==> src/rtl/mux4_rr_arbiter_pkg.sv <==
// ---------------------------------------------------------------------------
// mux4_arb_pkg
// Shared definitions for the 4-requester round-robin arbiter:
//   NUM_REQ / SEL_W   requester count and index width
//   req_idx_t         requester index type
//   pick_t            {found, idx} result of a rotating priority scan
//   rr_next()         first valid requester after 'base', wrapping, with
//                     'base' itself examined last
// ---------------------------------------------------------------------------
package mux4_arb_pkg;

    localparam int NUM_REQ = 4;
    localparam int SEL_W   = 2;

    typedef logic [SEL_W-1:0] req_idx_t;

    typedef struct packed {
        logic     found;
        req_idx_t idx;
    } pick_t;

    // Scan order base+1, base+2, base+3, base (mod 4). The 2-bit index
    // arithmetic provides the wrap for free.
    function automatic pick_t rr_next(input req_idx_t base, input logic [NUM_REQ-1:0] valid);
        pick_t    r;
        req_idx_t cand;
        r = '0;
        for (int k = 1; k <= NUM_REQ; k++) begin
            cand = base + req_idx_t'(k);
            if (!r.found && valid[cand]) begin
                r.found = 1'b1;
                r.idx   = cand;
            end
        end
        return r;
    endfunction

endpackage

==> src/rtl/mux4_rr_arbiter_if.sv <==
// ---------------------------------------------------------------------------
// mux4_rr_arbiter_if
// Bundles the four requester valid/ready/bits channels and the single
// downstream valid/ready stream of the arbiter.
//   io_in_N_valid/bits  requester N beat (driven by master)
//   io_in_N_ready       requester N accepted this cycle (driven by slave)
//   io_out_valid/bits   output register contents (driven by slave)
//   io_out_chosen       source index of io_out_bits (driven by slave)
//   io_out_ready        downstream accepts beat (driven by master)
// Modports: master = requesters + consumer side, slave = arbiter.
// ---------------------------------------------------------------------------
interface mux4_rr_arbiter_if
    import mux4_arb_pkg::*;
#(
    parameter int WIDTH = 8
);

    logic             io_in_0_valid;
    logic             io_in_1_valid;
    logic             io_in_2_valid;
    logic             io_in_3_valid;
    logic [WIDTH-1:0] io_in_0_bits;
    logic [WIDTH-1:0] io_in_1_bits;
    logic [WIDTH-1:0] io_in_2_bits;
    logic [WIDTH-1:0] io_in_3_bits;
    logic             io_in_0_ready;
    logic             io_in_1_ready;
    logic             io_in_2_ready;
    logic             io_in_3_ready;

    logic             io_out_valid;
    logic [WIDTH-1:0] io_out_bits;
    req_idx_t         io_out_chosen;
    logic             io_out_ready;

    modport master (
        output io_in_0_valid, io_in_1_valid, io_in_2_valid, io_in_3_valid,
        output io_in_0_bits,  io_in_1_bits,  io_in_2_bits,  io_in_3_bits,
        input  io_in_0_ready, io_in_1_ready, io_in_2_ready, io_in_3_ready,
        input  io_out_valid,  io_out_bits,   io_out_chosen,
        output io_out_ready
    );

    modport slave (
        input  io_in_0_valid, io_in_1_valid, io_in_2_valid, io_in_3_valid,
        input  io_in_0_bits,  io_in_1_bits,  io_in_2_bits,  io_in_3_bits,
        output io_in_0_ready, io_in_1_ready, io_in_2_ready, io_in_3_ready,
        output io_out_valid,  io_out_bits,   io_out_chosen,
        input  io_out_ready
    );

endinterface

==> src/rtl/mux4_rr_arbiter_pick.sv <==
// ---------------------------------------------------------------------------
// mux4_rr_pick
// Combinational rotating priority encoder.
//   i_base   current owner; scan starts just after it
//   i_valid  per-requester valid
//   o_grant  selected requester (meaningful only when o_found)
//   o_found  at least one requester valid
// ---------------------------------------------------------------------------
module mux4_rr_pick
    import mux4_arb_pkg::*;
(
    input  req_idx_t           i_base,
    input  logic [NUM_REQ-1:0] i_valid,
    output req_idx_t           o_grant,
    output logic               o_found
);

    pick_t w_pick;

    assign w_pick  = rr_next(i_base, i_valid);
    assign o_grant = w_pick.idx;
    assign o_found = w_pick.found;

endmodule

==> src/rtl/mux4_rr_arbiter.sv <==
// ---------------------------------------------------------------------------
// mux4_rr_arbiter
// Shares one 4:1 byte-select datapath between four valid/ready requesters
// using round-robin arbitration with an optional per-owner burst hold, and
// presents the result through a registered one-beat output stage tagged
// with the source index.
//   clock   single clock, rising edge
//   reset   asynchronous, active-low
//   bus     mux4_rr_arbiter_if.slave (requester channels + output stream)
// Parameters: WIDTH data bits per beat, BURST max consecutive beats per
// owner before rotation is forced (>=1).
// ---------------------------------------------------------------------------
module mux4_rr_arbiter
    import mux4_arb_pkg::*;
#(
    parameter int WIDTH = 8,
    parameter int BURST = 4
) (
    input logic              clock,
    input logic              reset,
    mux4_rr_arbiter_if.slave bus
);

    localparam int               CNT_W   = $clog2(BURST + 1);
    localparam logic [CNT_W-1:0] BURST_C = CNT_W'(BURST);
    localparam logic [CNT_W-1:0] ONE_C   = CNT_W'(1);

    logic             r_vld_p1;
    logic [WIDTH-1:0] r_bits_p1;
    req_idx_t         r_chosen_p1;
    req_idx_t         r_owner;
    logic [CNT_W-1:0] r_cnt;

    logic [NUM_REQ-1:0] w_valid;
    logic [WIDTH-1:0]   w_bits [NUM_REQ];
    logic               w_can_load;
    logic               w_hold;
    req_idx_t           w_pick_idx;
    logic               w_pick_found;
    req_idx_t           w_gnt_idx;
    logic               w_xfer;
    logic [NUM_REQ-1:0] w_ready;
    logic [WIDTH-1:0]   w_sel_bits;
    logic [CNT_W-1:0]   w_cnt_next;

    assign w_valid   = {bus.io_in_3_valid, bus.io_in_2_valid, bus.io_in_1_valid, bus.io_in_0_valid};
    assign w_bits[0] = bus.io_in_0_bits;
    assign w_bits[1] = bus.io_in_1_bits;
    assign w_bits[2] = bus.io_in_2_bits;
    assign w_bits[3] = bus.io_in_3_bits;

    // The output slot is free if empty or being drained this same cycle;
    // the io_out_ready -> io_in_N_ready combinational path is deliberate.
    assign w_can_load = !r_vld_p1 || bus.io_out_ready;

    // The owner keeps the grant while its burst is open and it still has data.
    assign w_hold = (r_cnt != '0) && (r_cnt < BURST_C) && w_valid[r_owner];

    mux4_rr_pick u_pick (
        .i_base  (r_owner),
        .i_valid (w_valid),
        .o_grant (w_pick_idx),
        .o_found (w_pick_found)
    );

    assign w_gnt_idx = w_hold ? r_owner : w_pick_idx;

    // A grant always targets a valid requester, so grant == transfer.
    // Gating with reset keeps every ready low while reset is held.
    assign w_xfer = reset && w_can_load && (w_hold || w_pick_found);

    always_comb begin
        w_ready = '0;
        if (w_xfer) begin
            w_ready[w_gnt_idx] = 1'b1;
        end
    end

    assign bus.io_in_0_ready = w_ready[0];
    assign bus.io_in_1_ready = w_ready[1];
    assign bus.io_in_2_ready = w_ready[2];
    assign bus.io_in_3_ready = w_ready[3];

    assign w_sel_bits = w_bits[w_gnt_idx];

    // Re-granting the owner extends its burst; any other grant (including
    // the owner winning again after a full burst) starts a new one.
    assign w_cnt_next = ((w_gnt_idx == r_owner) && (r_cnt < BURST_C)) ? r_cnt + ONE_C : ONE_C;

    // ---- stage p0 -> p1: arbitration result captured into output register
    always_ff @(posedge clock or negedge reset) begin
        if (!reset) begin
            r_vld_p1    <= 1'b0;
            r_bits_p1   <= '0;
            r_chosen_p1 <= '0;
            r_owner     <= '0;
            r_cnt       <= '0;
        end else if (w_xfer) begin
            r_vld_p1    <= 1'b1;
            r_bits_p1   <= w_sel_bits;
            r_chosen_p1 <= w_gnt_idx;
            r_owner     <= w_gnt_idx;
            r_cnt       <= w_cnt_next;
        end else if (r_vld_p1 && bus.io_out_ready) begin
            r_vld_p1    <= 1'b0;
        end
    end

    assign bus.io_out_valid  = r_vld_p1;
    assign bus.io_out_bits   = r_bits_p1;
    assign bus.io_out_chosen = r_chosen_p1;

endmodule
==> src/flat_wrapper.sv <==
// flat-port wrapper written by rule: the top's interface ports become plain ports
module mux4_rr_arbiter_flat import mux4_arb_pkg::*;
#(
    parameter int WIDTH = 8,
    parameter int BURST = 4
)
  (clock, reset, bus_io_in_0_valid, bus_io_in_1_valid, bus_io_in_2_valid, bus_io_in_3_valid, bus_io_in_0_bits, bus_io_in_1_bits, bus_io_in_2_bits, bus_io_in_3_bits, bus_io_in_0_ready, bus_io_in_1_ready, bus_io_in_2_ready, bus_io_in_3_ready, bus_io_out_valid, bus_io_out_bits, bus_io_out_chosen, bus_io_out_ready);
  mux4_rr_arbiter_if #(.WIDTH(WIDTH)) bus_i ();
  input logic clock;
  input logic reset;
  input wire logic [$bits(bus_i.io_in_0_valid)-1:0] bus_io_in_0_valid;
  input wire logic [$bits(bus_i.io_in_1_valid)-1:0] bus_io_in_1_valid;
  input wire logic [$bits(bus_i.io_in_2_valid)-1:0] bus_io_in_2_valid;
  input wire logic [$bits(bus_i.io_in_3_valid)-1:0] bus_io_in_3_valid;
  input wire logic [$bits(bus_i.io_in_0_bits)-1:0] bus_io_in_0_bits;
  input wire logic [$bits(bus_i.io_in_1_bits)-1:0] bus_io_in_1_bits;
  input wire logic [$bits(bus_i.io_in_2_bits)-1:0] bus_io_in_2_bits;
  input wire logic [$bits(bus_i.io_in_3_bits)-1:0] bus_io_in_3_bits;
  output wire logic [$bits(bus_i.io_in_0_ready)-1:0] bus_io_in_0_ready;
  output wire logic [$bits(bus_i.io_in_1_ready)-1:0] bus_io_in_1_ready;
  output wire logic [$bits(bus_i.io_in_2_ready)-1:0] bus_io_in_2_ready;
  output wire logic [$bits(bus_i.io_in_3_ready)-1:0] bus_io_in_3_ready;
  output wire logic [$bits(bus_i.io_out_valid)-1:0] bus_io_out_valid;
  output wire logic [$bits(bus_i.io_out_bits)-1:0] bus_io_out_bits;
  output wire logic [$bits(bus_i.io_out_chosen)-1:0] bus_io_out_chosen;
  input wire logic [$bits(bus_i.io_out_ready)-1:0] bus_io_out_ready;
  assign bus_i.io_in_0_valid = bus_io_in_0_valid;
  assign bus_i.io_in_1_valid = bus_io_in_1_valid;
  assign bus_i.io_in_2_valid = bus_io_in_2_valid;
  assign bus_i.io_in_3_valid = bus_io_in_3_valid;
  assign bus_i.io_in_0_bits = bus_io_in_0_bits;
  assign bus_i.io_in_1_bits = bus_io_in_1_bits;
  assign bus_i.io_in_2_bits = bus_io_in_2_bits;
  assign bus_i.io_in_3_bits = bus_io_in_3_bits;
  assign bus_io_in_0_ready = bus_i.io_in_0_ready;
  assign bus_io_in_1_ready = bus_i.io_in_1_ready;
  assign bus_io_in_2_ready = bus_i.io_in_2_ready;
  assign bus_io_in_3_ready = bus_i.io_in_3_ready;
  assign bus_io_out_valid = bus_i.io_out_valid;
  assign bus_io_out_bits = bus_i.io_out_bits;
  assign bus_io_out_chosen = bus_i.io_out_chosen;
  assign bus_i.io_out_ready = bus_io_out_ready;
  mux4_rr_arbiter #(.WIDTH(WIDTH), .BURST(BURST)) u_core (.clock(clock), .reset(reset), .bus(bus_i));
endmodule
==> config.mk <==
export PLATFORM = sky130hd
export DESIGN_NAME = mux4_rr_arbiter_flat
export DESIGN_NICKNAME = d
export VERILOG_FILES = /design/src/rtl/mux4_rr_arbiter_pkg.sv /design/src/rtl/mux4_rr_arbiter_if.sv /design/src/rtl/mux4_rr_arbiter_pick.sv /design/src/rtl/mux4_rr_arbiter.sv /design/src/flat_wrapper.sv
export SDC_FILE = /design/constraint.sdc
export NUM_CORES = 1
export LEC_CHECK = 0
export ABC_AREA = 1
export CAP_MARGIN = 20
export CORE_AREA = 4 4 58 70
export DETAILED_ROUTE_END_ITERATION = 8
export DIE_AREA = 0 0 62 74
export PLACE_DENSITY = 0.75
export SETUP_SLACK_MARGIN = 0.1
export SKIP_CTS_REPAIR_TIMING = 1
export SYNTH_ARGS = -nofsm -noshare
export SYNTH_HDL_FRONTEND = slang
export SYNTH_SLANG_ARGS = --single-unit
==> constraint.sdc <==
create_clock -name clock -period 1.9 [get_ports clock]
set_input_delay 0.285 -clock clock [delete_from_list [all_inputs] [get_ports clock]]
set_output_delay 0.285 -clock clock [all_outputs]
set_load 0.02 [all_outputs]
==> results of run 1 <==
[layout make-up]
| cell class | count | area, µm² | area share, % |
|---|---|---|---|
| clock buffer | 4 | 55.05 | 2.179 |
| inverter | 38 | 157.7 | 6.241 |
| multi-input combinational | 144 | 1005 | 39.77 |
| sequential | 14 | 352.8 | 13.97 |
| tap | 37 | 46.29 | 1.833 |
| timing repair buffer | 94 | 902.1 | 35.71 |
| timing repair inverter | 1 | 7.507 | 0.2972 |
[metal layers]
layer | track usage, % | wire, µm
met2 | 33.18 | 2402
met1 | 17.33 | 1450
met4 | 5.660 | 51
met5 | 0 | 0
met3 | 5.729 | 335
[power by group through the flow]
stage	combinational [µW]	sequential (µW)	clock (µW)
floorplan	2060	678	0
global route	4740	577	314
CTS	3420	540	304
global placement	3350	538	0
finish	4380	559	298
detailed placement	3400	543	0
[cell families after synthesis]
logic type,after synthesis,synth area share [%]
buf+inv,43,14.67
compound gates,16,8.844
flops,14,27.21
fa+ha+maj,2,1.943
simple gates,126,47.33
[registers in the layout, indices dropped and copies added (netlist names)]
name and cells:
u_core.bus.io_out_bits 8, u_core.bus.io_out_chosen 2, u_core.bus.io_out_valid 1, u_core.r_cnt 3
[worst paths after layout]
kind / startpoint / to / cells past startpoint
max: u_core.bus.io_out_chosen[0] / bus_io_in_0_ready / 13
min: reset / u_core.bus.io_out_bits[0] / 2
max reg2reg: u_core.bus.io_out_chosen[0] / u_core.bus.io_out_chosen[1] / 16
min reg2reg: u_core.bus.io_out_bits[0] / u_core.bus.io_out_bits[0] / 2
max in group asynchronous: reset / u_core.bus.io_out_chosen[1] / 2
min in group clock: u_core.bus.io_out_bits[0] / u_core.bus.io_out_bits[0] / 2
[cells in the mapped netlist (all sizes together)]
| cell | number |
|---|---|
| nand2 | 80 |
| inv | 37 |
| nand3 | 26 |
| dfrtp | 14 |
| nor2 | 8 |
| or2 | 7 |
| o211ai | 6 |
| buf | 5 |
| o21ai | 4 |
| a21oi | 3 |
| ha | 2 |
| nand4 | 2 |
| nor3 | 2 |
| o21bai | 2 |
| a21boi | 1 |
| and2 | 1 |
| clkinv | 1 |
[stage by stage]
stage | std cells | util, % | hold slack [ps]
2_1_floorplan | 201 | - | -10.59
3_3_place_gp | 315 | 63.40 | 480.7
3_5_place_dp | 315 | 63.40 | 472.8
4_1_cts | 319 | 65.03 | 406.6
5_1_grt | 332 | 75.03 | 449.8
6_report | 332 | 75.03 | 427.6
==> flow_metrics.tcl, run 1 <==
set metrics [dict create \
    slowest_stage "dfrtp_2" \
    path_clk_slew_ps 60 \
    yosys.area.top_type "dfrtp_1" \
    swShare_pct 48.42 \
    dp.final_hpwl_um 2979 \
    hold_viol 0 \
    synth_seq_cells 14 \
    critPathKind "flop to output port" \
    p_seq_share_pct 10.7 \
    power_frac_comb_pct 83.6 \
    fin_skew_ps 2.289 \
    vias_per_cell 4.798 \
    routabilityCongestion 0.8406 \
    dp_slack_ps -887.0 \
    num_rows 23 \
    failed_checks "setup timing" \
    die_width_um 62 \
    relSlewSlack_pct 83.92 \
    diodes 0 \
    ys_types 31 \
    avgSynthCellArea_um2 6.405 \
    crit_path_cell_trace "clkinvlp_4 -> nand2_2 -> nand3_2 -> nand2_2 -> inv_2 -> nor2_2 -> nand3_1 -> nand2_1 -> nand2_2 -> o21ai_4 -> inv_4 -> nor3_4 -> buf_6" \
    synthesis.area_um2 1287 \
    wire_per_inst_um 12.77 \
    setup_viol 16 \
    path_delay_family "simple AND/OR/NAND/NOR gates" \
    dr.first_iter.drc_count 64 \
    ant_nets 0 \
    dr.pass1.iters 4 \
    grt_first_pass_wirelength_um 6141 \
    crit_path_max_fanout 5 \
    nets 337 \
    clk-insertion-delay-late_ps 250 \
    max_stage_delay_ps 470 \
    synth_top_cell_area_share_pct 27.21 \
    status "complete, but fails checks" \
    finalCriticalPeriod_ps 2481 \
    design.core.area_um2 3367 \
    leakagePower_uw 0.001301 \
    synthCells 201 \
    yosysSeqAreaShare_pct 27.21 \
    layout_commonest_cell "nand2_1" \
    finalPower_uw 5234 \
    initial_utilization_pct 38.24 \
    vias 1593 \
    drive_above_1_share_pct 40.00 \
    placedInstanceArea_um2 2135 \
    die-area_um2 4588 \
    holdCritPathClass "input pin to asynchronous set/reset pin" \
    p_per_area_nw_per_um2 2072 \
    cts_root_buffer "clkbuf_8" \
    max_clock_freq_mhz 403.0 \
    fin_ws_ps -581.4 \
    routed_wl_um 4238 \
    grt_max_degree 25 \
    cts.sinks 14 \
    grt.overflow.total 0 \
    grt_pass1_vias 1523 \
    cts_max_level 1 \
    antenna_found_initial 0 \
    finalInstanceArea_um2 2526 \
    rrSetupSlack_ps -400 \
    synthTopCellsByArea "dfrtp_1, nand2_1, nand3_1, inv_1, nand2_2" \
    final_cell_mix "nand2_1, clkdlybuf4s50_1, buf_4" \
    fillCellCount 253 \
    portBuffers 53 \
    grt_usage_pct 17.56 \
    p_clk_share_pct 5.7 \
    setup_tns_ps -6067 \
    slew_viol_final 0 \
    cts-buffers-inserted 3 \
    drc 0 \
    synth.net_count 242 \
    cts_tree "done" \
    io_pins 54 \
    die_h_um 74 \
    endpoint_kind "output port" \
    arrival_ps 2200 \
    maxCapViolCount 0 \
    worst_ep_required_time_ps 1620 \
    switchingPower_uw 2534 \
    cts_buffer_depth 2 \
    period_share_pct 130.6 \
    rsz0062_at_grt "yes" \
    path_buf_inv 4 \
    syn2layout_area_growth_pct 96.21 \
    peakVddDrop_uv 1681 \
    cpMostUsedCell "nand2_2" \
    yosysWarnings 0 \
    worstMarginPinSlew_ps 240.4 \
    cp-start-kind "flop" \
    p_int_uw 2700 \
]
Note: power is estimated with default switching activity, not from simulation.
==> run 2, diff against run 1 <==
--- a/config.mk
+++ b/config.mk
@@ -6,10 +6,10 @@
 export NUM_CORES = 1
 export LEC_CHECK = 0
 export ABC_AREA = 1
-export CAP_MARGIN = 20
 export CORE_AREA = 4 4 58 70
 export DETAILED_ROUTE_END_ITERATION = 8
 export DIE_AREA = 0 0 62 74
+export GPL_TIMING_DRIVEN = 0
 export PLACE_DENSITY = 0.75
 export SETUP_SLACK_MARGIN = 0.1
 export SKIP_CTS_REPAIR_TIMING = 1
==> run 2 against run 1 <==
  * The run still ends with setup timing left
  * Critical path depth grew 2
  * Sequential share of layout area grew 1.9 points
  * Register-to-register slack gained 130 ps
  * Global-route usage shrank 1.1 points
  * Flip-flop and latch count is the same
  * Worst setup slack gained 48 ps
  * Critical path type is now input pin to output port
  * Critical endpoint unchanged
==> flow_metrics.tcl, run 2 (same netlist as run 1, synthesis figures left out) <==
set metrics [dict create \
    final_cell_mix "nand2_1, clkdlybuf4s50_1, inv_1" \
    use_met1_pct 17.96 \
    die_width_um 62 \
    slew_viol_final 0 \
    leakagePower_uw 0.001155 \
    finalInstanceArea_um2 2228 \
    nets 320 \
    rr_startpoint "u_core.bus.io_out_chosen[0]" \
    syn2layout_area_growth_pct 73.08 \
    p_per_area_nw_per_um2 2088 \
    design.core.area_um2 3367 \
    routabilityCongestion 0.8307 \
    fin_skew_ps 9.525 \
    largest_reg_flops 8 \
    die-area_um2 4588 \
    vias_per_cell 4.698 \
    dr.first_iter.drc_count 80 \
    die_h_um 74 \
    cts_max_level 1 \
    max_clock_freq_mhz 411.0 \
    placedInstanceArea_um2 1944 \
    grt_first_pass_wirelength_um 5802 \
    routed_wl_um 3686 \
    finalPower_uw 4652 \
    cp-start-kind "input pin" \
    clk-insertion-delay-late_ps 250 \
    maxCapViolCount 0 \
    num_rows 23 \
    holdCritPathClass "input pin to asynchronous set/reset pin" \
    met3_usage_pct 5.903 \
    crit_path_cell_trace "clkdlybuf4s50_1 -> nand2_1 -> nand2_2 -> nand2_4 -> nand2_4 -> clkinv_4 -> nand3_2 -> nand2_2 -> nand2_4 -> nand2_4 -> nand2_4 -> nand2_4 -> buf_12 -> nor3_4 -> buf_4" \
    period_share_pct 128.1 \
    cts_root_buffer "clkbuf_8" \
    worstMarginPinSlew_ps 690.4 \
    arrival_ps 2150 \
    ff2ff_path_depth 17 \
    p_int_uw 2403 \
    fin_util_pct 66.18 \
    endpoint_kind "output port" \
    reg2reg_to "u_core.bus.io_out_bits[6]" \
    gr-max-usage-layer "met2" \
    p_clk_share_pct 5.4 \
    cts_tree "done" \
    critPathKind "input pin to output port" \
    rrSetupSlack_ps -270 \
    dp_slack_ps -1180 \
    slowest_stage "clkdlybuf4s50_1" \
    grt_usage_pct 16.48 \
    use_met2_pct 28.69 \
    dp.final_hpwl_um 2740 \
    io_pins 54 \
    peakVddDrop_uv 1273 \
    dr.pass1.iters 4 \
    ant_nets 0 \
    crit_path_max_fanout 5 \
    portBuffers 53 \
    vias 1480 \
    relSlewSlack_pct 53.90 \
    grt_max_degree 16 \
    initial_utilization_pct 38.24 \
    hold_viol 0 \
    antenna_found_initial 0 \
    swShare_pct 48.34 \
    cts_buffer_depth 2 \
    grt_pass1_vias 1397 \
    switchingPower_uw 2249 \
    cts-buffers-inserted 3 \
    finalCriticalPeriod_ps 2433 \
    path_clk_slew_ps 60 \
    cpMostUsedCell "nand2_4" \
    path_delay_family "simple AND/OR/NAND/NOR gates" \
    failed_checks "setup timing" \
    power_frac_comb_pct 82.6 \
    cts.sinks 14 \
    layout_commonest_cell "nand2_1" \
    drive_above_1_share_pct 26.26 \
    status "complete, but fails checks" \
    setup_viol 13 \
    path_buf_inv 4 \
    p_seq_share_pct 11.9 \
    rsz0062_at_grt "yes" \
    drc 0 \
    wire_per_inst_um 11.70 \
    worst_ep_required_time_ps 1620 \
    max_stage_delay_ps 500 \
    grt.overflow.total 0 \
    fin_ws_ps -533.2 \
    diodes 0 \
]
## run 2: cell type report
type | count | area [µm²]
Sequential cell | 14 | 352.8
Fill cell | 281 | 1139
Clock buffer | 4 | 45.04
Timing Repair Buffer | 73 | 708.2
Tap cell | 37 | 46.29
Buffer | 5 | 68.82
Inverter | 38 | 157.7
Multi-Input combinational cell | 144 | 849.6
## run 2: power groups by stage
stage | logic [µW] | clock network [µW] | registers [µW]
3_3_place_gp | 2930 | 0 | 549
5_1_grt | 4200 | 270 | 576
3_5_place_dp | 2960 | 0 | 553
4_1_cts | 2970 | 258 | 553
2_1_floorplan | 2060 | 0 | 678
6_report | 3840 | 252 | 556
## run 2: worst max-delay path by stage
stage	from	to	slack, ps	cells after the start
after detailed placement	reset	bus_io_in_0_ready	-1180	7
after CTS	reset	bus_io_in_0_ready	-1170	7
after global placement	reset	bus_io_in_0_ready	-1180	7
after global routing	u_core.bus.io_out_chosen[0]	bus_io_in_0_ready	-640	10
after floorplan	u_core.bus.io_out_chosen[0]	bus_io_in_1_ready	-160	13
final	bus_io_in_1_valid	bus_io_in_0_ready	-530	15
## run 2: layer usage
metal	routed length, µm	share of wire [%]
met2	1852	50
met4	61	1.7
met5	0	0
met1	1445	39
met3	327	8.9
## run 2: through the flow
step | hold WS, ps | instances | TNS [ps]
finish | 67.92 | 315 | -4034
global route | 119.4 | 315 | -6101
CTS | 468.8 | 295 | -6500
detailed placement | 470.7 | 291 | -9400
global placement | 466.4 | 291 | -9306
floorplan | -10.59 | 201 | -730.6
==> run 3, diff against run 2 <==
--- a/config.mk
+++ b/config.mk
@@ -6,11 +6,11 @@
 export NUM_CORES = 1
 export LEC_CHECK = 0
 export ABC_AREA = 1
-export CORE_AREA = 4 4 58 70
+export CORE_AREA = 4 4 54 65
 export DETAILED_ROUTE_END_ITERATION = 8
-export DIE_AREA = 0 0 62 74
+export DIE_AREA = 0 0 58 69
 export GPL_TIMING_DRIVEN = 0
-export PLACE_DENSITY = 0.75
+export PLACE_DENSITY = 0.83
 export SETUP_SLACK_MARGIN = 0.1
 export SKIP_CTS_REPAIR_TIMING = 1
 export SYNTH_ARGS = -nofsm -noshare
==> constraint.sdc (replaced) <==
create_clock -name clock -period 2.9 [get_ports clock]
set_input_delay 0.435 -clock clock [delete_from_list [all_inputs] [get_ports clock]]
set_output_delay 0.435 -clock clock [all_outputs]
set_load 0.02 [all_outputs]
==> run 3 against run 2 <==
  * The run now ends clean
  * Final cell count down 6.0%
  * Final area down 12%
  * Worst setup slack better by 740 ps
  * Critical path type unchanged
  * Largest cell class unchanged
  * Highest routed layer unchanged
==> flow_metrics.tcl, run 3 (same netlist as run 1, synthesis figures left out) <==
set metrics [dict create \
    status "complete, no violations" \
    leakagePower_uw 0.001062 \
    clk-insertion-delay-late_ps 280 \
    finalCriticalPeriod_ps 2696 \
    fillCellCount 250 \
    grt_first_pass_wirelength_um 5382 \
    seq_area_um2 351.6 \
    final_cell_mix "nand2_1, clkdlybuf4s50_1, inv_1" \
    fin_skew_ps 4.844 \
    hold_viol 0 \
    path_delay_family "buffers and inverters" \
    rsz0062_at_grt "yes" \
    die_width_um 58 \
    routabilityCongestion 0.8705 \
    wire_per_inst_um 10.58 \
    cp-start-kind "input pin" \
    crit_path_cell_trace "clkdlybuf4s50_1 -> nand2_1 -> nand3_1 -> nand2_2 -> buf_4 -> nand3_2 -> nand2_2 -> nand2_4 -> nand2_2 -> nand2_4 -> nand2_4 -> buf_6 -> nor3_1 -> buf_4" \
    worstMarginPinSlew_ps 653.6 \
    routed_wl_um 3132 \
    crit_path_max_fanout 7 \
    peakVddDrop_uv 929.6 \
    max_clock_freq_mhz 370.9 \
    finalInstanceArea_um2 1971 \
    dr.first_iter.drc_count 46 \
    diodes 0 \
    maxCapViolCount 0 \
    rr_startpoint "u_core.bus.io_out_chosen[0]" \
    cts_max_level 1 \
    nets 304 \
    cts-buffers-inserted 3 \
    critPathKind "input pin to output port" \
    placedInstanceArea_um2 1861 \
    grt_usage_pct 16.42 \
    slowest_stage "clkdlybuf4s50_1" \
    drc 0 \
    initial_utilization_pct 45.37 \
    die-area_um2 4002 \
    design.core.area_um2 2838 \
    syn2layout_area_growth_pct 53.06 \
    vias 1400 \
    finalPower_uw 2349 \
    grt_pass1_vias 1344 \
    layout_commonest_cell "nand2_1" \
    period_share_pct 92.97 \
    ant_nets 0 \
    vias_per_cell 4.730 \
    max_stage_delay_ps 500 \
    io_pins 54 \
    cts_root_buffer "clkbuf_4" \
    cts_buffer_depth 2 \
    arrival_ps 2260 \
    worst_ep_required_time_ps 2470 \
    dr.pass1.iters 4 \
    endpoint_kind "output port" \
    drive_above_1_share_pct 17.94 \
    antenna_found_initial 0 \
    num_rows 21 \
    fin_util_pct 69.44 \
    grt.overflow.total 0 \
    setup_viol 0 \
    grt_max_degree 16 \
    slew_viol_final 0 \
    critPathLaunch "bus_io_in_3_valid" \
    dp.final_hpwl_um 2538 \
    portBuffers 53 \
    cts.sinks 14 \
    multi_input_area_um2 780.7 \
    holdCritPathClass "input pin to asynchronous set/reset pin" \
    cts_tree "done" \
    p_per_area_nw_per_um2 1192 \
    path_buf_inv 4 \
    largest_reg_flops 8 \
    path_clk_slew_ps 90 \
    relSlewSlack_pct 56.35 \
    die_h_um 69 \
]
## run 3: through the flow
step	setup TNS, ps	instances	hold slack, ps	setup slack [ps]
2_1_floorplan	0	201	139.4	355.1
3_3_place_gp	-1633	288	464.7	-462.1
3_5_place_dp	-1629	288	476.3	-474.8
4_1_cts	-1627	292	500.4	-467.2
5_1_grt	0	296	199.3	64.68
6_report	0	296	164.1	204.0
## run 3: routing by layer
layer / vias to the layer above / track usage [%] / wire length [µm]
met5: - / 0 / 0
met4: 0 / 4.639 / 36
met3: 4 / 4.478 / 265
met2: 46 / 29.40 / 1555
met1: 605 / 18.50 / 1276
li1: 745 / - / -
## run 3: final timing paths
path                                                     to  slack, ps  cells after the start
worst min-delay path                        u_core.r_cnt[2]        160                      1
worst max-delay path                      bus_io_in_0_ready        200                     14
worst max register to register    u_core.bus.io_out_bits[5]        780                     16
min in group clock                u_core.bus.io_out_bits[5]        500                      2
max in group asynchronous       u_core.bus.io_out_chosen[1]       2280                      1
worst min register to register    u_core.bus.io_out_bits[5]        500                      2
## run 3: final cells by class
type	count	share of cell area (%)
Multi-Input combinational cell	144	39.62
Timing Repair Buffer	57	28.32
Sequential cell	14	17.84
Inverter	38	7.746
Buffer	5	2.476
Tap cell	34	2.159
Clock buffer	4	1.841
## run 3: power by group
group          internal, µW  switching (µW)  leakage (µW)
Clock                  76.3            63.0     0.0000210
Sequential              290            67.8      0.000169
Combinational           758            1090      0.000872
Total                  1120            1220       0.00106
